## src/rtl/gpio_axil_seq.sv

```systemverilog
// One-hot LED sequencer driving an AXI GPIO over AXI4-Lite: configures both channels as outputs, then
// writes pattern/reversed pattern per tick. Define GPIO_SEQ_RDBK_EN to read back and verify channel 1.
module gpio_axil_seq #(
  parameter int         NLED = 3,
  parameter logic [8:0] BASE = 9'h000
) (
  input  logic            clk100,
  input  logic            rst,
  input  logic            en_i,
  input  logic            tick_i,
  output logic [8:0]      m_axi_awaddr,
  output logic [2:0]      m_axi_awprot,
  output logic            m_axi_awvalid,
  input  logic            m_axi_awready,
  output logic [31:0]     m_axi_wdata,
  output logic [3:0]      m_axi_wstrb,
  output logic            m_axi_wvalid,
  input  logic            m_axi_wready,
  input  logic [1:0]      m_axi_bresp,
  input  logic            m_axi_bvalid,
  output logic            m_axi_bready,
  output logic [8:0]      m_axi_araddr,
  output logic [2:0]      m_axi_arprot,
  output logic            m_axi_arvalid,
  input  logic            m_axi_arready,
  input  logic [31:0]     m_axi_rdata,
  input  logic [1:0]      m_axi_rresp,
  input  logic            m_axi_rvalid,
  output logic            m_axi_rready,
  output logic [NLED-1:0] pattern_o,
  output logic            busy_o,
  output logic            err_o,
  output logic            mismatch_o,
  output logic [7:0]      step_cnt_o
);

  typedef enum logic [2:0] {CFG_TRI1, CFG_TRI2, IDLE, WR_D1, WR_D2, RD_D1, RD_WAIT} state_t;

  state_t          state, state_d, wr_next;
  logic            act, act_d, tick_q, tick_rise, pending, pending_d;
  logic            awvalid_d, wvalid_d, bready_d, arvalid_d, rready_d;
  logic            err_d, mismatch_d, busy_d;
  logic [8:0]      awaddr_d, araddr_d, wr_addr;
  logic [31:0]     wdata_d, wr_data;
  logic [NLED-1:0] pattern_d, pattern_rot, pattern_rev;
  logic [7:0]      step_cnt_d;
  logic            unused_rd;

  assign m_axi_awprot = 3'b000;
  assign m_axi_arprot = 3'b000;
  assign m_axi_wstrb  = 4'hF;
  assign tick_rise    = tick_i & ~tick_q;
  assign pattern_rot  = {pattern_o[NLED-2:0], pattern_o[NLED-1]};
  assign unused_rd    = ^{m_axi_arready, m_axi_rdata, m_axi_rresp, m_axi_rvalid};

  always_comb begin
    for (int i = 0; i < NLED; i++) pattern_rev[i] = pattern_o[NLED-1-i];
  end

  always_comb begin
    wr_addr = BASE + 9'h004;
    wr_data = '0;
    wr_next = CFG_TRI2;
    case (state)
      CFG_TRI2: begin
        wr_addr = BASE + 9'h00C;
        wr_next = IDLE;
      end
      WR_D1: begin
        wr_addr = BASE;
        wr_data = {{(32-NLED){1'b0}}, pattern_o};
        wr_next = WR_D2;
      end
      WR_D2: begin
        wr_addr = BASE + 9'h008;
        wr_data = {{(32-NLED){1'b0}}, pattern_rev};
`ifdef GPIO_SEQ_RDBK_EN
        wr_next = RD_D1;
`else
        wr_next = IDLE;
`endif
      end
      default: ;
    endcase
  end

  always_comb begin
    state_d    = state;
    act_d      = act;
    awvalid_d  = m_axi_awvalid;
    wvalid_d   = m_axi_wvalid;
    bready_d   = m_axi_bready;
    arvalid_d  = m_axi_arvalid;
    rready_d   = m_axi_rready;
    awaddr_d   = m_axi_awaddr;
    araddr_d   = m_axi_araddr;
    wdata_d    = m_axi_wdata;
    pattern_d  = pattern_o;
    step_cnt_d = step_cnt_o;
    err_d      = err_o;
    mismatch_d = mismatch_o;
    // Edges outside IDLE collapse into one pending request.
    pending_d  = pending | (tick_rise & (state != IDLE));
    case (state)
      CFG_TRI1, CFG_TRI2, WR_D1, WR_D2: begin
        if (!act) begin
          act_d     = 1'b1;
          awvalid_d = 1'b1;
          wvalid_d  = 1'b1;
          awaddr_d  = wr_addr;
          wdata_d   = wr_data;
        end else if (m_axi_bready) begin
          if (m_axi_bvalid) begin
            bready_d = 1'b0;
            act_d    = 1'b0;
            state_d  = wr_next;
            if (m_axi_bresp != 2'b00) err_d = 1'b1;
            if (state == WR_D2) step_cnt_d = step_cnt_o + 8'd1;
          end
        end else begin
          if (m_axi_awvalid && m_axi_awready) awvalid_d = 1'b0;
          if (m_axi_wvalid && m_axi_wready) wvalid_d = 1'b0;
          if ((!m_axi_awvalid || m_axi_awready) && (!m_axi_wvalid || m_axi_wready)) bready_d = 1'b1;
        end
      end
      IDLE: begin
        if (en_i && (tick_rise || pending)) begin
          pending_d = 1'b0;
          pattern_d = pattern_rot;
          state_d   = WR_D1;
        end
      end
`ifdef GPIO_SEQ_RDBK_EN
      RD_D1: begin
        if (!act) begin
          act_d     = 1'b1;
          arvalid_d = 1'b1;
          araddr_d  = BASE;
        end else if (m_axi_arready) begin
          act_d     = 1'b0;
          arvalid_d = 1'b0;
          rready_d  = 1'b1;
          state_d   = RD_WAIT;
        end
      end
      RD_WAIT: begin
        if (m_axi_rvalid) begin
          rready_d = 1'b0;
          state_d  = IDLE;
          if (m_axi_rresp != 2'b00) err_d = 1'b1;
          if (m_axi_rdata[NLED-1:0] != pattern_o) mismatch_d = 1'b1;
        end
      end
`endif
      default: state_d = IDLE;
    endcase
    busy_d = (state_d != IDLE);
  end

  always_ff @(posedge clk100 or posedge rst) begin
    if (rst) begin
      state         <= CFG_TRI1;
      act           <= 1'b0;
      tick_q        <= 1'b0;
      pending       <= 1'b0;
      m_axi_awvalid <= 1'b0;
      m_axi_wvalid  <= 1'b0;
      m_axi_bready  <= 1'b0;
      m_axi_arvalid <= 1'b0;
      m_axi_rready  <= 1'b0;
      m_axi_awaddr  <= '0;
      m_axi_araddr  <= '0;
      m_axi_wdata   <= '0;
      pattern_o     <= {{(NLED-1){1'b0}}, 1'b1};
      step_cnt_o    <= '0;
      err_o         <= 1'b0;
      mismatch_o    <= 1'b0;
      busy_o        <= 1'b1;
    end else begin
      state         <= state_d;
      act           <= act_d;
      tick_q        <= tick_i;
      pending       <= pending_d;
      m_axi_awvalid <= awvalid_d;
      m_axi_wvalid  <= wvalid_d;
      m_axi_bready  <= bready_d;
      m_axi_arvalid <= arvalid_d;
      m_axi_rready  <= rready_d;
      m_axi_awaddr  <= awaddr_d;
      m_axi_araddr  <= araddr_d;
      m_axi_wdata   <= wdata_d;
      pattern_o     <= pattern_d;
      step_cnt_o    <= step_cnt_d;
      err_o         <= err_d;
      mismatch_o    <= mismatch_d;
      busy_o        <= busy_d;
    end
  end

endmodule
```

## config.mk

```make
export PLATFORM = sky130hd
export DESIGN_NAME = gpio_axil_seq
export DESIGN_NICKNAME = d
export VERILOG_FILES = /design/src/rtl/gpio_axil_seq.sv
export SDC_FILE = /design/constraint.sdc
export NUM_CORES = 1
export LEC_CHECK = 0
export CORE_UTILIZATION = 36
export CTS_BUF_LIST = sky130_fd_sc_hd__clkbuf_8
export CTS_CLUSTER_DIAMETER = 100
export DETAILED_ROUTE_END_ITERATION = 8
export GPL_TIMING_DRIVEN = 0
export PLACE_DENSITY = 0.83
export SKIP_LAST_GASP = 1
export SYNTH_ARGS = -nofsm -noshare
export SYNTH_HDL_FRONTEND = slang
export SYNTH_SLANG_ARGS = --single-unit
```

## constraint.sdc

```tcl
create_clock -name clk100 -period 1.9 [get_ports clk100]
set_clock_uncertainty 0.2 [all_clocks]
set_input_delay 0.38 -clock clk100 [delete_from_list [all_inputs] [get_ports clk100]]
set_output_delay 0.38 -clock clk100 [all_outputs]
set_load 0.005 [all_outputs]
```

# --- Yosys cells after proc, flatten, opt, wreduce, memory -nomap -nowiden ---
# Index checks and enable logic that the tools add are counted.
word_totals:
  in_bits: 45
  word_cells: 69
  register_bits: 63
  output_inout_bits: 79
classes:
  bitwise_logic: 5
  n_reduce_logical: 20
  add_sub_neg: 1
  muxes: 21
  eq_ne: 9
op_table:
  columns: ["cell", "count"]
  rows:
  - ["$pmux W3 S2", 3]
  - ["$mux W1", 13]
  - ["$mux W3", 4]
  - ["$pmux W4 S3", 1]
  - ["$reduce_and A5 Y1", 2]
  - ["$add A8 B1 Y8 const B", 1]
  - ["$eq A3 B2 Y1 const B", 2]
  - ["$ne A3 B2 Y1 const B", 2]
  - ["$reduce_and A2 Y1", 3]
  - ["$reduce_and A3 Y1", 2]
  - ["$logic_and A1 B1 Y1", 4]
  - ["$ne A2 B1 Y1 const B", 2]
  - ["$reduce_or A4 Y1", 1]
  - ["$eq A3 B1 Y1 const B", 1]
  - ["$eq A3 B3 Y1 const B", 1]
  - ["$logic_not A3 Y1", 1]
  - ["$logic_or A1 B1 Y1", 3]
  - ["$and A1 B1 Y1", 2]
  - ["$logic_not A1 Y1", 2]
  - ["$ne A2 B2 Y1 const B", 1]
  - ["$not A1 Y1", 2]
  - ["$reduce_bool A2 Y1", 1]
  - ["$reduce_or A2 Y1", 1]
  - ["$or A1 B1 Y1", 1]

# --- Logic depth before layout (Yosys ltp) ---
# Gate-level depths: netlist (run 1).
logic_depth:
  ltp_word: 8
  ltp_mapped: 4
  mapped_depth_nobuf: 4

# --- Worst setup path after synthesis (run 1) ---
# Ideal clock, no wire load.
synth_path:
  path_kind: "flip-flop to flip-flop"
  start: "reg state[0]"
  end: "reg m_axi_awvalid"
  required_time_ns: 1.582
  path_stages_with_launch: 5
  setup_time_ns: 0.118
  arrival_ns: 1.343
  n_path_buf: 1
  setup_slack_ns: 0.239
  cell_sequence: "dfrtp_1 -> clkbuf_1 -> mux2i_1 -> nand3b_1 -> a21o_1"
synth_between:
  elab_chain_len: 3
  elab_cells_between_ends: 6
  cone_classes: "3 x eq/ne; 3 x reduce/logical"
synth_rtl:
  columns: ["item", "line_no", "rtl"]
  rows:
  - ["from (decl)", "39", "state_t state, state_d, wr_next;"]
  - ["from (signal assigned)", "180", "state <= state_d;"]
  - ["$eq A3 B3 Y1 (tied with other cells)", "104", "case (state)"]
  - ["$reduce_or A4 Y1 *", "104", null]
  - ["$reduce_and A3 Y1 (no source line) *", null, null]
  - ["to (signal assigned)", "184", "m_axi_awvalid <= awvalid_d;"]
  - ["to (decl)", "13", "output logic m_axi_awvalid,"]
# Every way passes the cells marked *; elsewhere a longest branch is shown, timed or not.
# A chain may end at the register's enable or synchronous reset.

# --- Worst setup path in the final report (run 1) ---
layout_path:
  start: "reg m_axi_bready"
  end: "out m_axi_bready"
layout_lines:
  columns: ["item", "line_no", "rtl"]
  rows:
  - ["from (decl)", "21", "output logic m_axi_bready,"]
  - ["from (signal assigned)", "186", "m_axi_bready <= bready_d;"]
# No word-level cell between the ends.

==> results of run 1 <==
[metrics by stage]
stage | total power (W) | TNS (ns) | hold slack, ns | instances | util [%]
finish | 0.00210 | 0 | 0.281 | 316 | 52.3
global route | 0.00225 | -0.0552 | 0.322 | 316 | 52.3
CTS | 0.00212 | 0 | 0.299 | 317 | 52.3
detailed placement | 0.00177 | -1.06 | 0.286 | 312 | 50.9
global placement | 0.00174 | -0.561 | 0.261 | 312 | 50.9
floorplan | 0.00144 | 0 | 0.211 | 231 | -
[layer usage]
metal / routed length, um / track usage [%] / vias to the layer above
met1: 1350 / 14.5 / 557
met3: 154 / 1.42 / 6
met5: 0 / 0 / -
met2: 1560 / 22.0 / 50
met4: 42 / 4.44 / 0
li1: - / - / 653
[cells by family (layout without fill, tap and decap cells)]
kind of cell / after synthesis / after routing / share of synthesized area [%]
buffers and inverters: 67 / 100 / 27.5
and+or+nand+nor: 36 / 36 / 12.0
DFF: 27 / 27 / 39.6
AOI/OAI and AO/OA: 26 / 26 / 10.6
xor gates and xnor gates: 8 / 8 / 4.09
muxes: 7 / 7 / 4.53
adders and majority gates: 2 / 2 / 1.31
other: 2 / 58 / 0.438
[state kept, by name, indices dropped and copies added (netlist names)]
signal         count
m_axi_awvalid      1
busy_o             1
act                1
pending            1
step_cnt_o         8
m_axi_awaddr       2
m_axi_wvalid       1
err_o              1
state              3
pattern_o          3
tick_q             1
m_axi_bready       1
m_axi_wdata        3
[placed cells by master, fill, tap and decap left out, types with 3 or more instances in the layout]
cell type	instances
mux2_2	6
nor4_1	3
buf_4	59
o21ai_0	7
inv_1	3
nand2b_1	3
dfrtp_1	25
clkdlybuf4s50_1	27
xor2_1	6
nand2_1	6
clkbuf_1	3
clkbuf_8	3
conb_1	58
nor2_1	4
nand3_1	6
o21a_1	3
nor3b_1	3
[cell type report]
| class | instances | share of cell area, % |
|---|---|---|
| buffer | 63 | 19.5 |
| clock buffer | 3 | 1.76 |
| clock inverter | 1 | 0.321 |
| inverter | 3 | 0.481 |
| multi-input combinational | 137 | 33.2 |
| sequential | 27 | 29.0 |
| tap | 52 | 2.78 |
| timing repair buffer | 30 | 12.9 |
[worst max-delay path by stage]
| stage | from | to | slack, ns |
|---|---|---|---|
| detailed placement | m_axi_bvalid | step_cnt_o[1] | -0.25 |
| global route | state[0] | step_cnt_o[7] | -0.03 |
| floorplan | state[0] | m_axi_awvalid | 0.24 |
| global placement | m_axi_bvalid | step_cnt_o[1] | -0.20 |
| CTS | m_axi_bvalid | step_cnt_o[1] | 0.008 |
| finish | m_axi_bready | m_axi_bready | 0.05 |
[power by group]
part / total [W] / internal (W) / switching (W)
clock network: 0.000319 / 0.000148 / 0.000171
logic: 0.000929 / 0.000501 / 0.000427
registers: 0.000855 / 0.000719 / 0.000136
total: 0.00210 / 0.00137 / 0.000734
[timing repair]
item	4_1_cts	5_1_grt
gates resized for setup	1	4
cloned	0	0
buffers inserted	1	0
pin swaps	0	0
hold endpoints to repair	0	0
endpoints found under the setup margin	5	11
==> results.ini, run 1 <==
[timing]
layout_setup_ws_ns=0.0453
period_share_pct=97.6
finalHoldViolCount=0
max_freq_mhz=539
finalWorstPathRequiredPeriod_ns=1.85
tightest_slew_ns=0.973
setup_viol=0
slew_headroom_pct=35.1
rsz0062_at_grt=yes
slew_violations=0

[place]
post-place-ws_ns=-0.245
dpl.hpwl_um=2440
port_buffers=29
place_congestion=0.764
dpl_cell_area_um2=2280

[detailed_routing]
drtAntennaViolNets=0
drc=0
wl_per_cell_um=9.85
first_pass_iters=8
route.final.wire_length_um=3110
vias=1266
via_per_inst=4.01
drtIter0Drc=46

[synthesis]
synth_common_cells=58 x buf_4, 25 x dfrtp_1, 7 x o21ai_0
yosys_warnings=0
syn_area_um2=1710
synth.largest_area_cell=dfrtp_1
yosys-top-cells-area=dfrtp_1 37%, buf_4 25%, mux2_2 3.9%
postSynthCellCount=175
ys_ff_latch=27
yosysMostFrequentCell=buf_4
synth-edff-count=0
yosysTopAreaCellShare_pct=36.5
synth_cell_type_count=42
synthFlopType=dfrtp_1
async_flop_share_pct=100
syn_avg_cell_area_um2=9.79
ys_seq_area_share_pct=39.6

[floorplan]
io_pins=124
dieArea_um2=5040
start_util_pct=38.3
fp.dieW_um=71.0
die_h_um=71.0
core_um2=4470
rows=24

[pwr]
p_leak_nw=1.24
power_density_nw_per_um2=898
max-vdd-ir-drop_uv=580

[critical_path]
critPathKind=reg2out
critPathArrivalTime_ns=1.27
r2r_slack_ns=0.08
r2r.worst_path.cells=3
r2r-start=state[0]
critical_path_required_ns=1.32
cp.depth=1
cp_top_family=buffers and inverters
cp-start-kind=flip-flop
max_stage_delay_ns=0.55
r2r-end=m_axi_wdata[0]
slowest_stage=clkdlybuf4s50_1
critPathBufInv=1
path_max_fanout=7
path_cells=clkdlybuf4s50_1
end_kind=output port

[finish]
drive_gt1_share_pct=28.0
fin_nets=311
multi_input_area_um2=778
regArea_um2=678
fin_area_um2=2340
fill_cells=436
diodes=0
syn2layout_area_growth_pct=36.7

[grt]
grt_overflow_total=0
grt_pass1_vias=1098
grt.total_usage_pct=12.0
antenna_found_initial=0
grt_max_degree=28
grt_pass1_wl_um=4900

[min_path]
hold_end=step_cnt_o[7]
whs_path_depth=1
hold_start=step_cnt_o[7]
hold_class=reg2reg

[flow_run]
drv_cap=0

[clocking]
clkSlewWorstSetupHoldPaths_ns=0.09
root_buffer=clkbuf_8
cts_buffers=3
htree_levels=1
clock_latency_ns=0.27
clockBufferDepth=2
cts_tree=built
clock_sinks=27
cts_hold_buf=0

[run_status]
outcome=completed

Note: power is estimated with default switching activity, not from simulation.
==> run 2: changes to the inputs <==
--- a/config.mk
+++ b/config.mk
@@ -5,12 +5,12 @@
 export SDC_FILE = /design/constraint.sdc
 export NUM_CORES = 1
 export LEC_CHECK = 0
-export CORE_UTILIZATION = 36
-export CTS_BUF_LIST = sky130_fd_sc_hd__clkbuf_8
+export CORE_UTILIZATION = 35
+export CTS_BUF_LIST = sky130_fd_sc_hd__clkbuf_4 sky130_fd_sc_hd__clkbuf_8 sky130_fd_sc_hd__clkbuf_16
 export CTS_CLUSTER_DIAMETER = 100
 export DETAILED_ROUTE_END_ITERATION = 8
 export GPL_TIMING_DRIVEN = 0
-export PLACE_DENSITY = 0.83
+export PLACE_DENSITY = 0.81
 export SKIP_LAST_GASP = 1
 export SYNTH_ARGS = -nofsm -noshare
 export SYNTH_HDL_FRONTEND = slang
==> run 2 against run 1 <==
Effect of this change: sequential share of layout area shrank 0.23 points; total power shrank 0.85%; via count is 0.95% lower; count of clock-buffer cells in the layout is 1 higher; first-iteration DRC count decreased by 70%; utilization is 2.2 points lower; critical path depth unchanged; wire length is 10% lower.
==> results.ini, run 2 (synthesis results as in run 1) <==
[clocking]
clock_sinks=27  ; unchanged
root_buffer=clkbuf_8
clockBufferDepth=2  ; unchanged
clock_latency_ns=0.26  ; about the same
clkSlewWorstSetupHoldPaths_ns=0.09  ; about the same
cts_buffers=3  ; unchanged
cts_tree=built
htree_levels=1  ; unchanged

[critical_path]
path_max_fanout=6  ; -1
critPathKind=reg2out
slowest_stage=clkdlybuf4s50_1
max_stage_delay_ns=0.53  ; -0.02 ns
cp-startpoint=step_cnt_o[0]
r2r-start=state[0]
cp.depth=1  ; unchanged
r2r_slack_ns=0.11  ; +0.03 ns
critical_path_required_ns=1.32  ; about the same
critPathBufInv=1  ; unchanged
end_kind=output port
r2r.worst_path.cells=4  ; +1
cp-start-kind=flip-flop
cp_top_family=buffers and inverters
path_cells=clkdlybuf4s50_1
critPathArrivalTime_ns=1.25  ; -0.02 ns

[timing]
rsz0062_at_grt=yes
slew_violations=0  ; unchanged
setup_viol=0  ; unchanged
tightest_slew_ns=0.961  ; -0.0118 ns
finalHoldViolCount=0  ; unchanged
finalWorstPathRequiredPeriod_ns=1.83  ; -0.0259 ns
max_freq_mhz=547  ; +1.4%
slew_headroom_pct=35.8  ; +0.79 points
period_share_pct=96.3  ; -1.4 points

[place]
port_buffers=29  ; unchanged
dpl.hpwl_um=2220  ; -8.9%
dpl_cell_area_um2=2300  ; +0.82%
place_congestion=0.762  ; -0.34%

[detailed_routing]
drtIter0Drc=14  ; -70%
first_pass_iters=4  ; -4
via_per_inst=3.79  ; -5.4%
drc=0  ; unchanged
drtAntennaViolNets=0  ; unchanged
vias=1254  ; -0.95%
route.final.wire_length_um=2790  ; -10%
wl_per_cell_um=8.43  ; -14%

[grt]
antenna_found_initial=0  ; unchanged
grtUsageMet2_pct=18.2  ; -3.8 points
gr-usage-met3_pct=1.94  ; +0.52 points
grt_max_degree=28  ; unchanged
grt.total_usage_pct=10.6  ; -1.4 points
busiest_layer=met2
grt_pass1_wl_um=4350  ; -11%
met1_usage_pct=13.2  ; -1.3 points
grt_pass1_vias=990  ; -9.8%
grt_overflow_total=0  ; unchanged

[pwr]
p_leak_nw=1.24  ; +0.16%
power_density_nw_per_um2=880  ; -2.0%
max-vdd-ir-drop_uv=447  ; -23%
total_power_w=0.00208  ; -0.85%

[floorplan]
fp.dieW_um=72.0  ; +1.4%
start_util_pct=36.3  ; -2.0 points
core_um2=4720  ; +5.6%
io_pins=124  ; unchanged
die_h_um=72.0  ; +1.4%
rows=25  ; +4.2%
dieArea_um2=5180  ; +2.8%

[finish]
largest_register_ffs=8  ; unchanged
final_common_cell=buf_4
diodes=0  ; unchanged
regMostFlops=step_cnt_o
fin_nets=311  ; unchanged
drive_gt1_share_pct=29.2  ; +1.1 points
final_cell_mix=59 x buf_4, 58 x conb_1, 27 x clkdlybuf4s50_1
fin_area_um2=2370  ; +1.2%
fill_cells=442  ; +1.4%
syn2layout_area_growth_pct=38.3

[min_path]
whs_path_depth=1  ; unchanged
hold_start=err_o
hold_class=reg2reg

[flow_run]
drv_cap=0  ; unchanged

[run_status]
outcome=completed

==> run 2: cell count changes in the layout (fill, tap and decap cells not counted), sizes merged <==
cell,previous run,this run
clkbuf,7,8
clkinvlp,1,0
==> run 2: per-stage QoR <==
stage / utilization (%) / worst slack [ns] / instances / hold WS, ns / setup TNS (ns)
floorplan: - / 0.239 / 231 / 0.211 / 0
global placement: 48.6 / -0.214 / 327 / 0.260 / -0.631
detailed placement: 48.6 / -0.211 / 327 / 0.264 / -0.720
CTS: 49.8 / 0.00408 / 332 / 0.284 / 0
global route: 50.1 / -0.00149 / 331 / 0.307 / -0.00149
finish: 50.1 / 0.0712 / 331 / 0.284 / 0
==> run 2: power breakdown <==
part | internal [W] | leakage [nW] | switching [W]
clock network | 0.000164 | 0.0262 | 0.000160
registers | 0.000722 | 0.331 | 0.000135
logic | 0.000501 | 0.883 | 0.000403
total | 0.00139 | 1.24 | 0.000698
==> run 2: path summary, 6_finish.rpt <==
path	end
worst max-delay path	step_cnt_o[0]
worst min-delay path	err_o
worst max register to register	step_cnt_o[7]
worst min register to register	err_o
max in group asynchronous	step_cnt_o[2]
min in group asynchronous	step_cnt_o[6]
==> run 2: area by class of cell <==
type | count | area [um^2] | area share, %
flip-flops and latches | 27 | 681 | 28.7
clock buffers | 4 | 48.8 | 2.06
multi-input cells | 137 | 785 | 33.1
well taps | 67 | 83.8 | 3.54
plain buffers | 63 | 457 | 19.3
inverters | 3 | 11.3 | 0.475
repair buffers | 30 | 303 | 12.8
==> run 2: what timing repair did <==
action | in CTS | in global routing
hold buffers | 0 | 0
endpoints found under the setup margin | 1 | 11
cloned | 0 | 0
hold endpoints to repair | 0 | 0
resized for setup | 0 | 8
setup buffers | 1 | 0
==> run 2: layer usage <==
metal | wire (um) | part of all wire, %
met4 | 21 | 0.75
met3 | 171 | 6.1
met1 | 1190 | 43
met5 | 0 | 0
met2 | 1410 | 50
